<file path="src/rtl/calc_pkg.sv">
// Shared constants, state type and channel-slice helper for the calculator result path.
package calc_pkg;

  localparam int CALC_WIDTH   = 8;
  localparam int CALC_NCH_MAX = 16;

  typedef enum logic {
    REG_EMPTY = 1'b0,
    REG_FULL  = 1'b1
  } reg_state_e;

  // Base bit position of channel ch inside a packed N x width bus.
  function automatic int unsigned sel_idx(input int unsigned ch, input int unsigned width);
    return ch * width;
  endfunction

endpackage

</file>
<file path="src/rtl/calc_out_reg.sv">
// Single-entry valid/ready pipeline register; the state encoding doubles as out_valid.
module calc_out_reg
  import calc_pkg::*;
#(
  parameter int unsigned PW = 8
) (
  input  logic          clk,
  input  logic          rst_n,
  input  logic          load,
  input  logic [PW-1:0] pay_in,
  output logic [PW-1:0] pay_out,
  output logic          out_valid,
  input  logic          out_ready,
  output logic          space
);

  reg_state_e state, state_nxt;

  always_ff @(posedge clk or negedge rst_n) begin
    if (!rst_n) begin
      state   <= REG_EMPTY;
      pay_out <= '0;
    end else begin
      state <= state_nxt;
      if (load) pay_out <= pay_in;
    end
  end

  always_comb begin
    state_nxt = state;
    case (state)
      REG_EMPTY: if (load) state_nxt = REG_FULL;
      REG_FULL:  if (out_ready && !load) state_nxt = REG_EMPTY;
      default:   state_nxt = REG_EMPTY;
    endcase
  end

  assign out_valid = (state == REG_FULL);
  assign space     = (state == REG_EMPTY) || out_ready;

endmodule

</file>
<file path="src/rtl/calc_result_mux.sv">
// N-channel result selector with a registered valid/ready output stage.
module calc_result_mux
  import calc_pkg::*;
#(
  parameter  int WIDTH = CALC_WIDTH,
  parameter  int N_CH  = 2,
  localparam int SEL_W = $clog2(N_CH)
) (
  input  logic                  clk,
  input  logic                  rst_n,
  input  logic [SEL_W-1:0]      sel,
  input  logic [N_CH*WIDTH-1:0] in_data,
  input  logic [N_CH-1:0]       in_flag,
  input  logic [N_CH-1:0]       in_valid,
  output logic [N_CH-1:0]       in_ready,
  input  logic                  hold,
  output logic [WIDTH-1:0]      out_data,
  output logic                  out_flag,
  output logic [SEL_W-1:0]      out_sel,
  output logic                  out_valid,
  input  logic                  out_ready,
  output logic                  sel_err
);

  localparam int PW = 1 + SEL_W + WIDTH;

  logic             sel_ok;
  logic             space;
  logic             accept;
  logic [WIDTH-1:0] sel_data;
  logic             sel_flag;
  logic             sel_valid;
  logic [PW-1:0]    pay_out;

  // Widened compare so N_CH=16 (SEL_W=4) does not overflow the constant.
  assign sel_ok = ({1'b0, sel} < (SEL_W+1)'(N_CH));

  // Explicit per-channel match keeps out-of-range sel from indexing past the bus.
  always_comb begin
    sel_data  = '0;
    sel_flag  = 1'b0;
    sel_valid = 1'b0;
    in_ready  = '0;
    for (int unsigned i = 0; i < N_CH; i++) begin
      if (sel == SEL_W'(i)) begin
        sel_data    = in_data[sel_idx(i, WIDTH) +: WIDTH];
        sel_flag    = in_flag[i];
        sel_valid   = in_valid[i];
        in_ready[i] = sel_ok && !hold && space;
      end
    end
  end

  assign accept = sel_valid && sel_ok && !hold && space;

  calc_out_reg #(
    .PW (PW)
  ) u_out_reg (
    .clk       (clk),
    .rst_n     (rst_n),
    .load      (accept),
    .pay_in    ({sel_flag, sel, sel_data}),
    .pay_out   (pay_out),
    .out_valid (out_valid),
    .out_ready (out_ready),
    .space     (space)
  );

  assign {out_flag, out_sel, out_data} = pay_out;

  always_ff @(posedge clk or negedge rst_n) begin
    if (!rst_n) sel_err <= 1'b0;
    else        sel_err <= !sel_ok;
  end

endmodule

</file>
<file path="config.mk">
export PLATFORM = sky130hd
export DESIGN_NAME = calc_result_mux
export DESIGN_NICKNAME = d
export VERILOG_FILES = /design/src/rtl/calc_pkg.sv /design/src/rtl/calc_out_reg.sv /design/src/rtl/calc_result_mux.sv
export SDC_FILE = /design/constraint.sdc
export NUM_CORES = 1
export LEC_CHECK = 0
export ABC_AREA = 0
export CORE_UTILIZATION = 38
export CTS_CLUSTER_SIZE = 16
export DETAILED_ROUTE_END_ITERATION = 8
export GPL_ROUTABILITY_DRIVEN = 0
export PLACE_DENSITY = 0.88
export SYNTH_ARGS = -nofsm -noshare
export SYNTH_HDL_FRONTEND = slang
export SYNTH_HIERARCHICAL = 1
export SYNTH_SLANG_ARGS = --single-unit
</file>
<file path="constraint.sdc">
create_clock -name clk -period 2.76 [get_ports clk]
set_input_delay 0.276 -clock clk [delete_from_list [all_inputs] [get_ports clk]]
set_output_delay 0.276 -clock clk [all_outputs]
set_load 0.05 [all_outputs]
</file>
# [Yosys cells after proc, flatten, opt, wreduce, memory -nomap -nowiden]
# Cells that the tools add are included.
[classes] muxes=8 n_bitwise=1 n_reduce_logical=7
[ops] operator="$mux W8" n=1
[ops] operator="$mux W1" n=6
[ops] operator="$logic_and A1 B1 Y1" n=4
[ops] operator="$logic_not A1 Y1" n=2
[ops] operator="$pmux W1 S2" n=1
[ops] operator="$logic_or A1 B1 Y1" n=1
[ops] operator="$not A1 Y1" n=1
[totals] regBits=11

# [Logic depth before layout (Yosys ltp)]
[logic_depth] depth_word=7 mapped_depth=5 mapped_depth_nobuf=4

# [Hierarchy]
# The synthesis kept the hierarchy.
[modules_own_cells] module="calc_out_reg" n_inst=1 cells_per_inst=24 area_each_um2=445.4 seq_area_each_um2=275.3
[modules_own_cells] module="calc_result_mux" n_inst=1 cells_per_inst=18 area_each_um2=181.4 seq_area_each_um2=0.0

# [Worst setup path before layout]
# Ideal clock, no wire load.
[synth_timing] kind="reg-to-output" start="register u_out_reg.state (netlist: u_out_reg/out_valid)" end="output port in_ready[0]" arrival_ns=1.452 required_time_ns=2.484 slack_ns=1.032 stages_incl_launch_ff=4 path_buffers=0 cell_sequence="dfrtp_1 > nand2b_1 > nand2b_1 > nor2_1"
[synth_via] elab_chain_len=4
[synth_lines] element="start: declaration" line_no="calc_out_reg.sv:17" rtl="reg_state_e state, state_nxt;"
[synth_lines] element="start signal: assignment" line_no="calc_out_reg.sv:24" rtl="state <= state_nxt;"
[synth_lines] element="$not A1 Y1" line_no="calc_out_reg.sv:39" rtl="assign space = (state == REG_EMPTY) || out_ready;"
[synth_lines] element="$logic_or A1 B1 Y1" line_no="calc_out_reg.sv:39"
[synth_lines] element="net space" line_no="calc_result_mux.sv:28" rtl="logic space;"
[synth_lines] element="$logic_and A1 B1 Y1" line_no="calc_result_mux.sv:49" rtl="in_ready[i] = sel_ok && !hold && space;"
[synth_lines] element="$mux W1" line_no="calc_result_mux.sv:45" rtl="if (sel == SEL_W'(i)) begin"
[synth_lines] element="end: declaration" line_no="calc_result_mux.sv:15" rtl="output logic [N_CH-1:0] in_ready,"
# The timed path passes the listed nets, and every way through them passes these cells.

# [Worst setup path in the final report]
[layout_timing] start="input port sel" end="output port in_ready[0]"
[layout_via] elab_chain_len=1
[layout_lines] element="start: declaration" line_no="calc_result_mux.sv:11" rtl="input logic [SEL_W-1:0] sel,"
[layout_lines] element="$mux W1" line_no="calc_result_mux.sv:45"
# Every way passes these cells.

==> reports/summary.md <==
• completed — run status
• input pin to asynchronous set/reset pin — Hold Path Class
• 42 — number of standard cells after synthesis
• 0% — share of synthesized cell area in full adder, half adder and majority cells
• 100.0% — asr flop ratio synth
• 4.790% — synthesized-area fraction occupied by and/or/nand/nor cells
• 30.49% — share of layout cells above drive strength 1
• 0.0004653 uW — leakage component of the power
• 15.57% — global-route usage over all layers
• 0% — compound-gate portion of the synthesized area
• 0.26 ns — Skew-Pair Late Insertion Delay
• 275.3 um2 — area of all sequential standard cells
• clkbuf_4 — CTS Root Buffer Type
• 78.28% — post-route clock period utilization
• mux2_4 — most frequently used cell type in the post-synthesis netlist
• clkdlybuf4s50_1 — cell with the most instances on the worst path
• 1.88 ns — CP Data Arrival Time
• 0 — post-CTS setup-driven buffer insertion count
• 0 — post-route antenna net violation count
• 41.13% — starting density of the core
• 4.684 — via/cell ratio
• buffers and inverters — cell family contributing the most delay on the critical path
• 67.32% — final core utilization
• 42.62 um — DIE WIDTH
• 995.8 um — DP HPWL
• 63.67% — Area growth syn-to-layout
• 462 — vias in the first global route
• 39 — I/O pin count
• 11 — CTS sink cnt
• done — TritonCTS clock tree
• 0 — count of flip-flops with a built-in enable after synthesis
• dfrtp_1 — primary flip-flop cell chosen by synthesis mapping
• 1 — number of levels the H-tree was split into
• 2.48 ns — required time worst endpoint
• 43.91% — share of the synthesized area in the top cell type
• 0.07 ns — clock-pin slew reported for the worst setup and hold paths after clock tree synthesis
• 2 — buffer and inverter count on the worst path
• 14 — Rows
• 0.4615 mV — Peak supply drop
• dfrtp_1, mux2_4, mux2_2 — dominant cells by area after synthesis
• 65.41% — worst relative slew slack
• 459 — overall via count from detail_route
• 2.160 ns — clock period minus final worst setup slack
• 0.5173 ns — actual slew at the worst max-slew pin
• 12.80 um — routed length per instance
• mux2_4, dfrtp_1, mux2_2, nand2b_1, nor2_1 — Post-synth top cells
• 8 — crit-path max FO
• 0 — number of violations of the max-capacitance limit
• 2 — first drt pass iteration count
• input pin to primary output — type of the setup path with the least slack
• 0.5794 ns — post-placement setup slack
• 0 — cts-stage hold buffer count
• 11 — register bit count reported by yosys
• 2 — clock buffer depth
• 0 — number of gates given a new drive strength after cts
• 45.31% — mux contribution to synthesized area
• 0 — overflow left after global routing
• 0.81 ns — slowest stage delay, CP
• 94 — placed cell count
• 1816 um2 — DIE AREA
• 2070 um — first-pass GRT wire length
• 98 — number of standard cells in the layout, taps in and fillers out
• 0.002201 ns — Setup Skew
• clkdlybuf4s50_1 — slowest CP cell
• 6 — YS warnings
• 12 — largest net degree at the start of global routing
• 317.8 um2 — area used by multi-input combinational logic
• 37 — I/O Buffers
• 0% — area share of xor/xnor cells in the synthesized design
• 653.4 nW/um2 — power density normalized to cell area
• multiplexers — main combinational cell family by area after synthesis
• 43.91% — portion of the post-synthesis area used by sequential elements
• primary output — Critical Path End Type
• 0 ns — total negative slack
• 67 — Post-Syn Nets
• 0 — Residual DRC
• 2 — number of DRC violations after detailed-routing iteration 0
• 108 — nets@finish
• 14.93 um2 — Mean Syn Cell Area
• 0 — Pins Over Slew Limit
• 0 — number of antenna violations at the first check in global routing
• 0 — antenna diode instance count
• 3 — number of buffers inserted during clock tree synthesis
• 115 — number of filler cells placed in the layout
• 0 — Setup Viol. Count Final
• 462.9 MHz — top achievable clock speed
• no — RSZ-0062 raised after global routing
• 1524 um2 — area of the core
• 1254 um — sum of routed wire length over all layers
• 0.3323 ns — hold slack final
• input pin — Critical Path Start Type
• 0.5995 ns — Final WS setup
• 0 — Final Hold Viols
• 10 — number of library cell types mapped by synthesis
• 626.9 um2 — cell area after synthesis
• clkdlybuf4s50_1 > nor2_1 > clkdlybuf4s50_1 — cell chain of the critical path
• 42.62 um — height of the die
• dfrtp_1 — leading area contributor after synthesis
[worst register-to-register path, stage by stage (launching register included)]
cell and delay, ns:
dfrtp_1 0.37, nand2b_1 0.09, nand2b_1 0.09, nor2_1 0.35, buf_4 0.27, mux2_4 0.32
[report_power, final]
group	switching, uW	internal [uW]	leakage, uW
Combinational	189	156	0.000320
Sequential	20.7	198	0.000130
Clock	50.2	55.9	0.0000150
[cell usage in the layout, fill, tap and decap left out]
master / n
clkbuf_4: 3
dfrtp_1: 11
nor2_1: 3
clkbuf_1: 1
mux2_2: 3
mux2_4: 16
buf_4: 3
clkdlybuf4s50_1: 36
nand2b_1: 3
inv_1: 1
conb_1: 1
mux2i_1: 1
[sequential cells by signal, indices dropped and copies added, names as in the netlist]
signal               cells
u_out_reg/pay_out       10
u_out_reg/out_valid      1
[worst paths after layout]
kind / cells past startpoint / end / slack (ns) / startpoint
max: 3 / in_ready[0] / 0.60 / sel
min in group clk: 1 / u_out_reg/pay_out[1] / 0.51 / u_out_reg/pay_out[1]
min: 1 / u_out_reg/out_valid / 0.33 / rst_n
max reg2reg: 5 / u_out_reg/pay_out[9] / 1.16 / u_out_reg/out_valid
max in group asynchronous: 1 / u_out_reg/pay_out[2] / 2.11 / rst_n
min reg2reg: 1 / u_out_reg/pay_out[1] / 0.51 / u_out_reg/pay_out[1]
[per-layer routing]
metal	GRT usage (%)	part of all wire, %	routed length [um]
met3	3.879	9.1	114
met5	0	0	0
met1	21.98	46	572
met2	22.15	45	567
met4	7.500	0	0
[cells by family after synthesis]
kind of cell | Yosys count
buf+inv | 4
flops | 11
mux | 20
other cells | 1
simple gates | 6
[cell type report]
cell class	instances	share of cell area, %
Clock buffer	4	2.561
Inverter	1	0.3659
Multi-Input combinational cell	27	30.98
Sequential cell	11	26.83
Tap cell	16	1.951
Timing Repair Buffer	39	37.32
[through the flow]
step	total power (uW)	area, um2
after floorplan	443.1	626.9
after global placement	563.8	999.7
after detailed placement	567.5	999.7
after CTS	677.0	1026
after global routing	698.2	1026
final	670.3	1026
(Power assumes the default switching activity.)
